## src/rtl/comma_align_pkg.sv

```systemverilog
// -----------------------------------------------------------------------------
// comma_align_pkg
// Shared types and constants for the PCS receive word aligner.
//   align_state_e : synchronization state (LOS, ACQ, SYNC)
//   COMMA_P/N     : 7-bit comma patterns (abcdeif) of both running disparities
//   K28_5_N/P     : full 10-bit K28.5 code groups (bit 9 = a)
//   is_comma7()   : true when a 7-bit slice is either comma pattern
// -----------------------------------------------------------------------------
package comma_align_pkg;

  typedef enum logic [1:0] {
    LOS  = 2'd0,
    ACQ  = 2'd1,
    SYNC = 2'd2
  } align_state_e;

  localparam logic [6:0] COMMA_P = 7'b0011111;
  localparam logic [6:0] COMMA_N = 7'b1100000;

  localparam logic [9:0] K28_5_N = 10'b0011111010;
  localparam logic [9:0] K28_5_P = 10'b1100000101;

  function automatic logic is_comma7(input logic [6:0] bits);
    return (bits == COMMA_P) || (bits == COMMA_N);
  endfunction

endpackage

```

## src/rtl/comma_align_search.sv

```systemverilog
// -----------------------------------------------------------------------------
// comma_search
// Combinational comma locator over a 20-bit window (bit 19 oldest).
// A comma at position k (0..9) occupies win[19-k -: 7]; the lowest k wins.
//   win   in  20 : {previous word, current word}
//   found out  1 : a comma exists at some k in 0..9
//   pos   out  4 : lowest matching k (0 when nothing matches)
// -----------------------------------------------------------------------------
module comma_search
  import comma_align_pkg::*;
(
  input  logic [19:0] win,
  output logic        found,
  output logic [3:0]  pos
);

  logic [9:0] match;
  genvar gi;

  generate
    for (gi = 0; gi < 10; gi++) begin : g_match
      assign match[gi] = is_comma7(win[19-gi -: 7]);
    end
  endgenerate

  // Bits 3:0 never start a 7-bit slice for k <= 9; they only matter once
  // the word shifts into the history half of the window.
  logic unused_win_lsbs;
  assign unused_win_lsbs = ^win[3:0];

  // Scan from the highest k down so the lowest matching k is left in pos.
  always_comb begin
    found = |match;
    pos   = 4'd0;
    for (int k = 9; k >= 0; k--) begin
      if (match[k]) pos = k[3:0];
    end
  end

endmodule

```

## src/rtl/comma_align.sv

```systemverilog
// -----------------------------------------------------------------------------
// comma_align
// Word aligner for the 1G Ethernet PCS receive path, upstream of the 8b/10b
// decoder. Finds K28.5 in a 20-bit sliding window, locks a bit offset with a
// LOS/ACQ/SYNC state machine and emits aligned code groups, 1 cycle latency.
//   clk        in   1 : rising-edge clock
//   reset      in   1 : synchronous, active-low reset
//   raw_10b    in  10 : unaligned deserializer word, bit 9 received first
//   raw_valid  in   1 : raw_10b valid this cycle
//   data_10b   out 10 : aligned code group (bit 9 = a, bit 0 = j)
//   data_valid out  1 : data_10b valid
//   comma      out  1 : data_10b carries a comma
//   sync_ok    out  1 : state is SYNC
//   offset     out  4 : current alignment offset (0..9)
// Optional feature: define COMMA_ALIGN_TIMEOUT_EN to drop sync after
// COMMA_TIMEOUT valid words in SYNC without an aligned comma.
// -----------------------------------------------------------------------------
module comma_align
  import comma_align_pkg::*;
#(
  parameter int ACQ_COMMAS    = 3,
  parameter int MISALIGN_MAX  = 3,
  parameter int COMMA_TIMEOUT = 1023
) (
  input  logic       clk,
  input  logic       reset,
  input  logic [9:0] raw_10b,
  input  logic       raw_valid,
  output logic [9:0] data_10b,
  output logic       data_valid,
  output logic       comma,
  output logic       sync_ok,
  output logic [3:0] offset
);

  align_state_e state_reg, state_next;
  logic [9:0]   hist_reg;
  logic [2:0]   cnt_reg, cnt_next;
  logic [2:0]   miss_reg, miss_next;
  logic [3:0]   offset_reg, offset_next;
  logic [9:0]   data_10b_reg, data_10b_next;
  logic         data_valid_reg, data_valid_next;
  logic         comma_reg, comma_next;

  logic [19:0]  win;
  logic         found;
  logic [3:0]   pos;
  logic         at_offset;
  logic [9:0]   cand [10];
  logic [9:0]   aligned;

`ifdef COMMA_ALIGN_TIMEOUT_EN
  localparam int TMO_W = $clog2(COMMA_TIMEOUT + 1);
  logic [TMO_W-1:0] tmo_reg, tmo_next;
`else
  logic unused_timeout;
  assign unused_timeout = (COMMA_TIMEOUT == 0);
`endif

  assign win       = {hist_reg, raw_10b};
  assign at_offset = found && (pos == offset_reg);

  comma_search u_search (
    .win   (win),
    .found (found),
    .pos   (pos)
  );

  // Every possible 10-bit alignment of the window; the effective offset picks one.
  genvar gi;
  generate
    for (gi = 0; gi < 10; gi++) begin : g_cand
      assign cand[gi] = win[19-gi -: 10];
    end
  endgenerate

  // offset_next already equals the newly found position on a realigning word,
  // so the triggering comma itself comes out aligned.
  assign aligned = cand[offset_next];

  // State register
  always_ff @(posedge clk) begin
    if (!reset) begin
      state_reg      <= LOS;
      hist_reg       <= 10'd0;
      cnt_reg        <= 3'd0;
      miss_reg       <= 3'd0;
      offset_reg     <= 4'd0;
      data_10b_reg   <= 10'd0;
      data_valid_reg <= 1'b0;
      comma_reg      <= 1'b0;
`ifdef COMMA_ALIGN_TIMEOUT_EN
      tmo_reg        <= '0;
`endif
    end else begin
      if (raw_valid) hist_reg <= raw_10b;
      state_reg      <= state_next;
      cnt_reg        <= cnt_next;
      miss_reg       <= miss_next;
      offset_reg     <= offset_next;
      data_10b_reg   <= data_10b_next;
      data_valid_reg <= data_valid_next;
      comma_reg      <= comma_next;
`ifdef COMMA_ALIGN_TIMEOUT_EN
      tmo_reg        <= tmo_next;
`endif
    end
  end

  // Next-state logic; everything holds on words with raw_valid low.
  always_comb begin
    state_next  = state_reg;
    cnt_next    = cnt_reg;
    miss_next   = miss_reg;
    offset_next = offset_reg;
`ifdef COMMA_ALIGN_TIMEOUT_EN
    tmo_next    = tmo_reg;
`endif
    if (raw_valid) begin
      unique case (state_reg)
        LOS: begin
          if (found) begin
            state_next  = ACQ;
            offset_next = pos;
            cnt_next    = 3'd1;
          end
        end
        ACQ: begin
          if (at_offset) begin
            cnt_next = cnt_reg + 3'd1;
            if (cnt_next == 3'(ACQ_COMMAS)) begin
              state_next = SYNC;
              miss_next  = 3'd0;
`ifdef COMMA_ALIGN_TIMEOUT_EN
              tmo_next   = '0;
`endif
            end
          end else if (found) begin
            offset_next = pos;
            cnt_next    = 3'd1;
          end
        end
        SYNC: begin
          if (at_offset) begin
            miss_next = 3'd0;
          end else if (found) begin
            miss_next = miss_reg + 3'd1;
            if (miss_next == 3'(MISALIGN_MAX)) state_next = LOS;
          end
`ifdef COMMA_ALIGN_TIMEOUT_EN
          if (at_offset) begin
            tmo_next = '0;
          end else begin
            tmo_next = tmo_reg + 1'b1;
            if (tmo_next == TMO_W'(COMMA_TIMEOUT)) state_next = LOS;
          end
`endif
        end
        default: state_next = LOS;
      endcase
    end
  end

  // Output logic
  always_comb begin
    data_valid_next = raw_valid && ((state_reg != LOS) || found);
    data_10b_next   = raw_valid ? aligned : data_10b_reg;
    comma_next      = raw_valid ? is_comma7(aligned[9:3]) : comma_reg;
  end

  assign data_10b   = data_10b_reg;
  assign data_valid = data_valid_reg;
  assign comma      = comma_reg;
  assign sync_ok    = (state_reg == SYNC);
  assign offset     = offset_reg;

endmodule

```

## config.mk

```make
export PLATFORM = sky130hd
export DESIGN_NAME = comma_align
export DESIGN_NICKNAME = d
export VERILOG_FILES = /design/src/rtl/comma_align_pkg.sv /design/src/rtl/comma_align_search.sv /design/src/rtl/comma_align.sv
export SDC_FILE = /design/constraint.sdc
export NUM_CORES = 1
export LEC_CHECK = 0
export ABC_AREA = 1
export CORE_MARGIN = 10
export CORE_UTILIZATION = 55
export DETAILED_ROUTE_END_ITERATION = 7
export PLACE_DENSITY = 0.77
export SLEW_MARGIN = 15
export SYNTH_ARGS = -nofsm -noshare
export SYNTH_HDL_FRONTEND = slang
export SYNTH_SLANG_ARGS = --single-unit
```

## constraint.sdc

```tcl
create_clock -name clk -period 4.84 [get_ports clk]
set_clock_uncertainty 0.2 [all_clocks]
set_input_delay 0.726 -clock clk [delete_from_list [all_inputs] [get_ports clk]]
set_output_delay 0.726 -clock clk [all_outputs]
set_load 0.1 [all_outputs]
```

# Yosys cells after proc, flatten, opt, wreduce, memory -nomap -nowiden
# Cells that the tools add are included.
dict set report op_classes {
  bitwise 1
  eq_ne 34
  n_lt_le_gt_ge 1
  reduce_logical 22
  n_addsub 2
  n_mux 32
}
# cell n
set op_table {}
lappend op_table {{7-bit by 5-bit == test with 1-bit output, second input constant} 11}
lappend op_table {{7-bit == test, second input constant} 11}
lappend op_table {{4-bit two-way mux} 13}
lappend op_table {{10-bit binary-select mux with 4-bit select} 1}
lappend op_table {{10-bit two-way mux} 2}
lappend op_table {{3-bit two-way mux} 6}
lappend op_table {{1-bit logical OR} 12}
lappend op_table {{2-bit two-way mux} 6}
lappend op_table {{3-bit one-hot mux with 2 select lines} 2}
lappend op_table {{10-bit OR reduction} 1}
lappend op_table {{2-bit inequality test, second input constant} 4}
lappend op_table {{4-bit one-hot mux with 2 select lines} 1}
lappend op_table {{7-bit AND reduction} 1}
lappend op_table {{3-bit by 1-bit adder with 3-bit output, second input constant} 2}
lappend op_table {{3-bit by 2-bit == test with 1-bit output, second input constant} 2}
lappend op_table {{2-bit one-hot mux with 3 select lines} 1}
lappend op_table {{2-bit nonzero test} 3}
lappend op_table {{5-bit >= comparator, second input constant} 1}
lappend op_table {{4-bit inverter with 5-bit output} 1}
lappend op_table {{5-bit AND reduction} 1}
lappend op_table {{4-bit == test} 1}
lappend op_table {{2-bit by 1-bit inequality test with 1-bit output, second input constant} 2}
lappend op_table {{3-bit by 1-bit inequality test with 1-bit output, second input constant} 1}
lappend op_table {{2-bit by 1-bit == test with 1-bit output, second input constant} 1}
lappend op_table {{4 further kinds} 5}
dict set report word_totals {
  out_inout_bits 17
  elab_cells 100
  ff_bits 34
  in_bits 13
}

# Longest topological paths before layout
# Gate-level depths: netlist of the first run.
dict set report depth {
  ltp_word 23
  mapped_depth 27
  depth_no_buf 26
}

# Hierarchy
# From an unflattened synthesis of the first run, not the netlist that was laid out.
dict set report unflattened {
  hier_cells 451
  area_unflattened_um2 2742.6
}
# module cells_each seq_area_each_um2 area_per_inst_um2 n_inst
set modules_own_cells {}
lappend modules_own_cells {comma_align 347 680.7 2232.1 1}
lappend modules_own_cells {comma_search 104 0.0 510.5 1}

# Least setup slack after synthesis of the first run
# No wires, ideal clock.
dict set report synth_timing {
  path_type {input to register}
  startpoint {input port raw_10b[8]}
  endpoint {register comma_reg (netlist: comma)}
  slack_ns 1.919
  required_time_ns 4.531
  cell_stages 24
  setup_ns 0.109
  path_buffers 2
  arrival_time_ns 2.612
  path_cell_list {buf_2 > nand2_1 > inv_1 > nand2_1 > nor2_1 > nor2_2 > nand2_2 > nor2_4 > nand3_4 > o21ai_2 > o21ai_1 > nand2_1 > o21ai_2 > buf_2 > nand3_1 > nand3_1 > nand2_1 > inv_2 > nand2_1 > nor2_1 > nand2_1 > nand3_1 > nand2_1 > inv_1}
}
dict set report synth_via {
  elab_chain_cells 23
  elab_cells_between_ends 39
  classes_between {13 x eq/ne; 17 x mux; 1 x bitwise; 8 x reduce/logical}
}
# item line_no
set synth_rtl {}
lappend synth_rtl {{start, declared} comma_align.sv:27} ;# input logic [9:0] raw_10b,
lappend synth_rtl {{7-bit by 5-bit == test with 1-bit output or 7-bit == test (tied branches)} comma_align_pkg.sv:24} ;# return (bits == COMMA_P) || (bits == COMMA_N);
lappend synth_rtl {{1-bit logical OR} comma_align_pkg.sv:24}
lappend synth_rtl {{4-bit two-way mux (10 in a row)} comma_align_search.sv:36} ;# if (match[k]) pos = k[3:0];
lappend synth_rtl {{4-bit == test} comma_align.sv:61} ;# assign at_offset = found && (pos == offset_reg);
lappend synth_rtl {{1-bit logical AND} comma_align.sv:61}
lappend synth_rtl {{4-bit two-way mux} comma_align.sv:129} ;# if (at_offset) begin
lappend synth_rtl {{4-bit one-hot mux with 2 select lines} comma_align.sv:120} ;# unique case (state_reg)
lappend synth_rtl {{4-bit two-way mux} comma_align.sv:119} ;# if (raw_valid) begin
lappend synth_rtl {{4-bit inverter with 5-bit output (implied by the code)} comma_align.sv:79} ;# assign aligned = cand[offset_next];
lappend synth_rtl {{10-bit binary-select mux with 4-bit select *} comma_align.sv:79}
lappend synth_rtl {{10-bit two-way mux (implied by the code) * (2 in a row)} comma_align.sv:79}
lappend synth_rtl {{7-bit by 5-bit == test with 1-bit output or 7-bit == test (tied branches)} comma_align_pkg.sv:24}
lappend synth_rtl {{1-bit logical OR *} comma_align_pkg.sv:24}
lappend synth_rtl {{end signal, assigned} comma_align.sv:103} ;# comma_reg <= comma_next;
lappend synth_rtl {{end, declared} comma_align.sv:43} ;# logic comma_reg, comma_next;
# Mark *: on every way between the ends. The rest lies on a longest branch, timed or not. The select of a mux whose other input is x is not followed.
# A chain may end at the register's enable or synchronous reset.

# Worst setup path after layout of the first run
dict set report layout_timing {
  startpoint {input port raw_10b[9]}
  endpoint {register comma_reg (netlist: comma)}
}
# Same word-level chain as after synthesis.

==> metrics.cfg, run 1 <==
[yosys]
syn-cell-area_um2 = 3150
ys_types = 40
async_flop_share_pct = 0
yosys.area_share.adder_pct = 3.18
post_synth.cell_area_avg_um2 = 6.03
synth_top_family_by_area = simple AND/OR/NAND/NOR gates
postSynthCellCount = 522
synth.yosys.seq_area_share_pct = 21.6
syn_nets = 543
compound_gate_portion_of_the_synthesized_area_pct = 13.4
synth_xor_xnor_area_share_pct = 1.39
yosys_most_used_dff = sky130_fd_sc_hd__dfxtp_1
muxShareOfSynthArea_pct = 0
number_of_enable_flip_flop_cells_after_synthesis = 0
synth.ff_latch_count = 34
synth_simple_gate_area_share_pct = 47.9
synthesis.yosys.warnings = 0

[pwr]
fin_total_pwr_w = 0.00130
vdd.ir_drop.worst_mv = 0.241
power_per_cell_area_nw_per_um2 = 375
leakage_nw = 1.61

[final_layout]
drive_above_1_share_pct = 12.7
num_antenna_cells = 0
final_cell_mix = sky130_fd_sc_hd__nand2_1, sky130_fd_sc_hd__nand3_1, sky130_fd_sc_hd__nor2_1
design.final.nets = 556
areaGrowthSynthToFinish_pct = 10.2
n_fill_cell = 565
mostFrequentLayoutCell = sky130_fd_sc_hd__nand2_1

[detailed_routing]
drt_drc_violations_left = 0
number_of_optimization_iterations_in_the_first_detailed_route_pass = 5
ant_nets = 0
avgRoutedWirePerCell_um = 13.7
detailedRoute.firstIterationViolations = 304
total_detailed_routing_wirelength_um = 8280
viasPerCell = 5.49
routed-via-count = 3329

[timing]
post-route-period-util_pct = 79.0
worst-slew-pin-transition_ns = 0.982
tns_ns = 0
relSlewSlack_pct = 34.3
finalSetupViolCount = 0
timing.fmax_mhz = 262
final-max-slew-violation-count = 0
period_minus_slack_ns = 3.82
grt_setup_unrepaired = no
timing.final.hold_violations = 0

[floorplan]
pin_count = 30
fp.dieArea_um2 = 9150
die_h_um = 95.7
core_area_um2 = 5540
dieWidth_um = 95.7
rows = 27
start_util_pct = 56.8

[placement]
dp_hpwl_um = 6260
place.port_buffers = 29
gp_congestion = 0.916

[clock_network]
clockRootBuffer = sky130_fd_sc_hd__clkbuf_8
clock_insertion_delay_worst_skew_ns = 0.28
clock_tree.htree_level_count = 2
post_cts_hold_buffer_count = 0
ctsResizeCount = 0
post_cts_setup_buffers = 0
inserted_clock_buffers = 5
cts_tree = yes
clkSlewWorstSetupHoldPaths_ns = 0.06
ctsLongestPathBuffers = 2
tritoncts_num_sinks = 34

[flow_run]
count_of_maximum_capacitance_violations = 0

[setup_path]
critPathKind = input port to flop
timing.critical_path.from_type = input port
critical_path.endpoint_type = flop
critPathMaxFanout = 12
cp.required_ns = 4.82
worstPathArrival_ns = 3.81

[worst_hold_path]
worst_hold_path_type = flop to flop

[global_routing]
grt_start_max_net_pins = 38
grt_first_pass_wirelength_um = 14100
grt_antenna_before_repair = 0
track_usage_pct = 18.6
grt_overflow_total = 0
number_of_global_route_vias_before_repair = 3052

[status]
run_status = finished, final reports clean

worst max-delay path, stage by stage:
cell	delay, ns
sky130_fd_sc_hd__clkdlybuf4s50_1	0.72
sky130_fd_sc_hd__inv_1	0.14
sky130_fd_sc_hd__nand2_1	0.08
sky130_fd_sc_hd__nor2_1	0.06
sky130_fd_sc_hd__nand2_1	0.08
sky130_fd_sc_hd__nand2_1	0.04
sky130_fd_sc_hd__nor2_1	0.18
sky130_fd_sc_hd__nand2_1	0.14
sky130_fd_sc_hd__nand2_1	0.15
sky130_fd_sc_hd__o21ai_2	0.06
sky130_fd_sc_hd__o21ai_1	0.11
sky130_fd_sc_hd__nand2_1	0.09
sky130_fd_sc_hd__o21ai_2	0.22
sky130_fd_sc_hd__nand2_2	0.16
sky130_fd_sc_hd__nor2_2	0.25
sky130_fd_sc_hd__nand2_1	0.08
sky130_fd_sc_hd__nand2_1	0.12
sky130_fd_sc_hd__inv_2	0.05
sky130_fd_sc_hd__nand2_1	0.05
sky130_fd_sc_hd__nor2_1	0.04
sky130_fd_sc_hd__nand2_1	0.06
sky130_fd_sc_hd__nand3_1	0.08
sky130_fd_sc_hd__nand2_1	0.07
sky130_fd_sc_hd__inv_1	0.03
cell type report:
type	instances	area, um2	area share (%)
Clock buffer	6	82.6	2.38
Multi-Input combinational cell	401	2070	59.8
Inverter	62	238	6.85
Tap cell	72	90.1	2.60
Sequential cell	34	681	19.6
Timing Repair Buffer	31	305	8.80
Yosys cell counts, types with 3 or more instances:
cell type / instances / area (um2)
sky130_fd_sc_hd__nand4_1: 3 / 18.8
sky130_fd_sc_hd__buf_2: 5 / 25.0
sky130_fd_sc_hd__ha_1: 8 / 100
sky130_fd_sc_hd__o211ai_1: 7 / 52.6
sky130_fd_sc_hd__nor3_1: 5 / 25.0
sky130_fd_sc_hd__xor2_1: 4 / 35.0
sky130_fd_sc_hd__a21oi_1: 26 / 130
sky130_fd_sc_hd__nor2_1: 62 / 233
sky130_fd_sc_hd__nand3_2: 6 / 60.1
sky130_fd_sc_hd__nand2_1: 132 / 495
sky130_fd_sc_hd__nor2_2: 9 / 56.3
sky130_fd_sc_hd__nor2_4: 5 / 56.3
sky130_fd_sc_hd__nand3_1: 69 / 345
sky130_fd_sc_hd__nand2_2: 12 / 75.1
sky130_fd_sc_hd__buf_4: 8 / 60.1
sky130_fd_sc_hd__inv_1: 50 / 188
sky130_fd_sc_hd__nand2_4: 3 / 33.8
sky130_fd_sc_hd__dfxtp_1: 34 / 681
sky130_fd_sc_hd__inv_2: 10 / 37.5
sky130_fd_sc_hd__clkbuf_1: 6 / 22.5
sky130_fd_sc_hd__o21ai_0: 27 / 135
sky130_fd_sc_hd__o21ai_2: 4 / 35.0
sky130_fd_sc_hd__o21ai_1: 4 / 20.0
stage by stage:
stage	setup slack, ns	std cells	hold slack, ns	utilization [%]	instance area, um2
after floorplan	1.92	522	0.257	-	3150
after global placement	0.733	600	0.263	61.1	3390
after detailed placement	0.805	600	0.273	61.1	3390
after CTS	1.09	606	0.286	62.6	3470
after global routing	0.654	606	0.311	62.6	3470
final	1.02	606	0.282	62.6	3470
kinds of logic (layout without fill, tap and decap cells):
kind of cell / count (synthesis) / count (layout)
flip-flops: 34 / 34
buffers and inverters: 87 / 99
adder cells (fa/ha/maj): 8 / 8
AND/OR/NAND/NOR: 314 / 314
AO/OA/AOI/OAI: 74 / 74
XOR/XNOR: 5 / 5
worst paths after layout:
| kind | from | to | slack [ns] | cells after the start |
|---|---|---|---|---|
| min | cnt_reg[2] | cnt_reg[2] | 0.28 | 2 |
| max | raw_10b[9] | comma | 1.02 | 24 |
| max reg2reg | hist_reg[4] | comma | 1.53 | 23 |
| min reg2reg | cnt_reg[2] | cnt_reg[2] | 0.28 | 2 |
layer usage:
metal / track usage [%] / share of wire (%)
met1: 25.3 / 47
met2: 29.5 / 45
met3: 3.46 / 6.9
met4: 4.79 / 1.3
met5: 0 / 0
power breakdown:
part	total, W	leakage, nW	switching (W)	internal (W)
combinational	0.000736	1.29	0.000524	0.000212
sequential	0.000360	0.280	0.0000410	0.000319
clock	0.000205	0.0431	0.0000958	0.000110
(Power assumes the default switching activity.)
==> run 2: changes to the inputs <==
Clock period 4.84 ns to 3.7 ns, I/O delays scaled along.
==> run 2 against run 1 <==
Compared with the run above: design area up 2.9%; combinational power grew 36%; sequential share of layout area down 0.56 points; clock power up 69%; setup slack worse by 0.70 ns; core utilization is 1.8 points higher; count of clock-buffer cells in the layout fell by 1; non-clock buffer count grew 10; critical path type unchanged; largest cell class unchanged.
==> metrics.cfg, run 2 (synthesis gave the netlist of run 1 again) <==
[pwr]
vdd.ir_drop.worst_mv = 0.340  ; was 0.241 mV
switchingPower_w = 0.000896  ; was 0.000661 W
leakage_nw = 1.68  ; was 1.61 nW
power_per_cell_area_nw_per_um2 = 508  ; was 375 nW/um2
sequentialPowerShare_pct = 25.9  ; was 27.6%
swShare_pct = 49.4  ; was 50.8%
power.share.clock_pct = 19.1  ; was 15.8%
internal-power_w = 0.000918  ; was 0.000640 W
combinational_group_share_of_total_power_pct = 55.0  ; was 56.6%

[timing]
relSlewSlack_pct = 34.3  ; about the same
grt_setup_unrepaired = no  ; unchanged
finalSetupViolCount = 0  ; unchanged
worst-slew-pin-transition_ns = 0.982  ; about the same
final-max-slew-violation-count = 0  ; unchanged
final_worst_hold_slack_ns = 0.279  ; was 0.282 ns
period_minus_slack_ns = 3.39
timing.final.hold_violations = 0  ; unchanged
post-route-period-util_pct = 91.5
timing.fmax_mhz = 295

[final_layout]
num_antenna_cells = 0  ; unchanged
design.final.nets = 566  ; was 556
mostFrequentLayoutCell = sky130_fd_sc_hd__nand2_1  ; unchanged
utilization_pct = 64.5  ; was 62.6%
finalNonFillerCells = 618  ; was 606
areaGrowthSynthToFinish_pct = 13.4  ; was 10.2%
layout.cell_area.non_filler_um2 = 3570  ; was 3470 um2
n_fill_cell = 560  ; was 565
multi_input_comb_area_um2 = 2070  ; unchanged
final_cell_mix = sky130_fd_sc_hd__nand2_1, sky130_fd_sc_hd__nand3_1, sky130_fd_sc_hd__nor2_1  ; unchanged
ff_latch_area_um2 = 681  ; unchanged
drive_above_1_share_pct = 14.8  ; was 12.7%

[global_routing]
grt_start_max_net_pins = 38  ; unchanged
grt_overflow_total = 0  ; unchanged
grt_antenna_before_repair = 0  ; unchanged
track_usage_pct = 19.2  ; was 18.6%
grt_first_pass_wirelength_um = 14400  ; was 14100 um
number_of_global_route_vias_before_repair = 3157  ; was 3052

[clock_network]
clock_insertion_delay_worst_skew_ns = 0.30  ; was 0.28 ns
post_cts_hold_buffer_count = 0  ; unchanged
tritoncts_num_sinks = 34  ; unchanged
clock_tree.htree_level_count = 2  ; unchanged
cts_tree = yes  ; unchanged
inserted_clock_buffers = 5  ; unchanged
ctsLongestPathBuffers = 2  ; unchanged
ctsResizeCount = 0  ; unchanged
clockRootBuffer = sky130_fd_sc_hd__clkbuf_8  ; unchanged
post_cts_setup_buffers = 0  ; unchanged
clkSlewWorstSetupHoldPaths_ns = 0.08  ; was 0.06 ns

[detailed_routing]
detailedRoute.firstIterationViolations = 292  ; was 304
routed-via-count = 3372  ; was 3329
avgRoutedWirePerCell_um = 13.7  ; about the same
ant_nets = 0  ; unchanged
drt_drc_violations_left = 0  ; unchanged
viasPerCell = 5.46  ; was 5.49
total_detailed_routing_wirelength_um = 8470  ; was 8280 um
number_of_optimization_iterations_in_the_first_detailed_route_pass = 5  ; unchanged

[worst_hold_path]
worst_hold_path_type = flop to flop  ; unchanged
worstHoldStart = data_10b[8]  ; was cnt_reg[2]
worstHoldPathCells = 2  ; unchanged
min_to = data_10b[8]  ; was cnt_reg[2]

[floorplan]
rows = 27  ; unchanged
die_h_um = 95.7  ; unchanged
pin_count = 30  ; unchanged
core_area_um2 = 5540  ; unchanged
fp.dieArea_um2 = 9150  ; unchanged
dieWidth_um = 95.7  ; unchanged
start_util_pct = 56.8  ; unchanged

[status]
run_status = finished, final reports clean  ; unchanged

[setup_path]
worst-r2r-cell-count = 23  ; unchanged
critPathMaxFanout = 18  ; was 12
worst_r2r_endpoint = comma  ; unchanged
cp.required_ns = 3.70  ; was 4.82 ns
worstPathArrival_ns = 3.39  ; was 3.81 ns
timing.critical_path.from_type = input port  ; unchanged
worst_r2r_startpoint = hist_reg[2]  ; was hist_reg[4]
critical_path.endpoint_type = flop  ; unchanged
rrSetupSlack_ns = 0.43  ; was 1.53 ns
critPathKind = input port to flop  ; unchanged

[placement]
gp_congestion = 0.940  ; was 0.916
place.port_buffers = 29  ; unchanged
postPlaceCellArea_um2 = 3460  ; was 3390 um2
dpl.cell_count = 610  ; was 600
dp_hpwl_um = 6540  ; was 6260 um

[flow_run]
count_of_maximum_capacitance_violations = 0  ; unchanged

run 2: worst max path at each step:
| stage | start | endpoint | cells past startpoint | slack [ns] |
|---|---|---|---|---|
| floorplan | raw_10b[8] | comma | 24 | 0.95 |
| global placement | raw_10b[8] | comma | 22 | 0.02 |
| detailed placement | raw_10b[8] | comma | 22 | -0.01 |
| CTS | raw_10b[8] | comma | 22 | 0.29 |
| global route | raw_10b[9] | comma | 24 | 0.05 |
| finish | raw_10b[9] | comma | 23 | 0.31 |
run 2: area by class of cell:
class / count / area share, %
inverters: 62 / 6.66
clock buffers: 5 / 1.93
repair buffers: 41 / 10.7
clock inverters: 3 / 1.12
flip-flops and latches: 34 / 19.1
multi-input cells: 401 / 58.1
well taps: 72 / 2.52
run 2: layer usage:
layer / global-route usage (%) / vias up / wire length, um
li1: - / 1728 / -
met4: 4.79 / 0 / 138
met2: 30.4 / 124 / 3820
met3: 3.53 / 16 / 618
met5: 0 / - / 0
met1: 26.1 / 1504 / 3900
run 2: worst max-delay path: stages:
cell,delay (ns)
sky130_fd_sc_hd__clkdlybuf4s50_1,0.50
sky130_fd_sc_hd__buf_4,0.16
sky130_fd_sc_hd__nor2_4,0.06
sky130_fd_sc_hd__nand2_1,0.11
sky130_fd_sc_hd__nor2_1,0.05
sky130_fd_sc_hd__nor2_1,0.14
sky130_fd_sc_hd__nand2_1,0.11
sky130_fd_sc_hd__nor2_4,0.12
sky130_fd_sc_hd__nand3_4,0.13
sky130_fd_sc_hd__nand2_4,0.14
sky130_fd_sc_hd__inv_4,0.07
sky130_fd_sc_hd__nand2_8,0.14
sky130_fd_sc_hd__nand2_4,0.13
sky130_fd_sc_hd__o21ai_0,0.36
sky130_fd_sc_hd__nor2_1,0.08
sky130_fd_sc_hd__nand2_1,0.08
sky130_fd_sc_hd__nand2_1,0.08
sky130_fd_sc_hd__nand2_1,0.07
sky130_fd_sc_hd__nor2_1,0.04
sky130_fd_sc_hd__nand2_1,0.07
sky130_fd_sc_hd__nand3_1,0.07
sky130_fd_sc_hd__nand2_1,0.07
sky130_fd_sc_hd__inv_1,0.03
run 2: power by group through the flow:
stage | logic, W | registers [W] | clock network (W)
2_1_floorplan | 0.000598 | 0.000655 | 0
3_3_place_gp | 0.000978 | 0.000475 | 0
6_report | 0.000998 | 0.000469 | 0.000347
5_1_grt | 0.00110 | 0.000477 | 0.000368
4_1_cts | 0.000996 | 0.000469 | 0.000353
3_5_place_dp | 0.000990 | 0.000477 | 0
run 2: stage by stage:
step / setup WS (ns) / total power (W) / TNS (ns)
6_report: 0.315 / 0.00181 / 0
2_1_floorplan: 0.950 / 0.00125 / 0
3_3_place_gp: 0.0166 / 0.00145 / 0
4_1_cts: 0.293 / 0.00182 / 0
3_5_place_dp: -0.0103 / 0.00147 / -0.0103
5_1_grt: 0.0547 / 0.00194 / 0
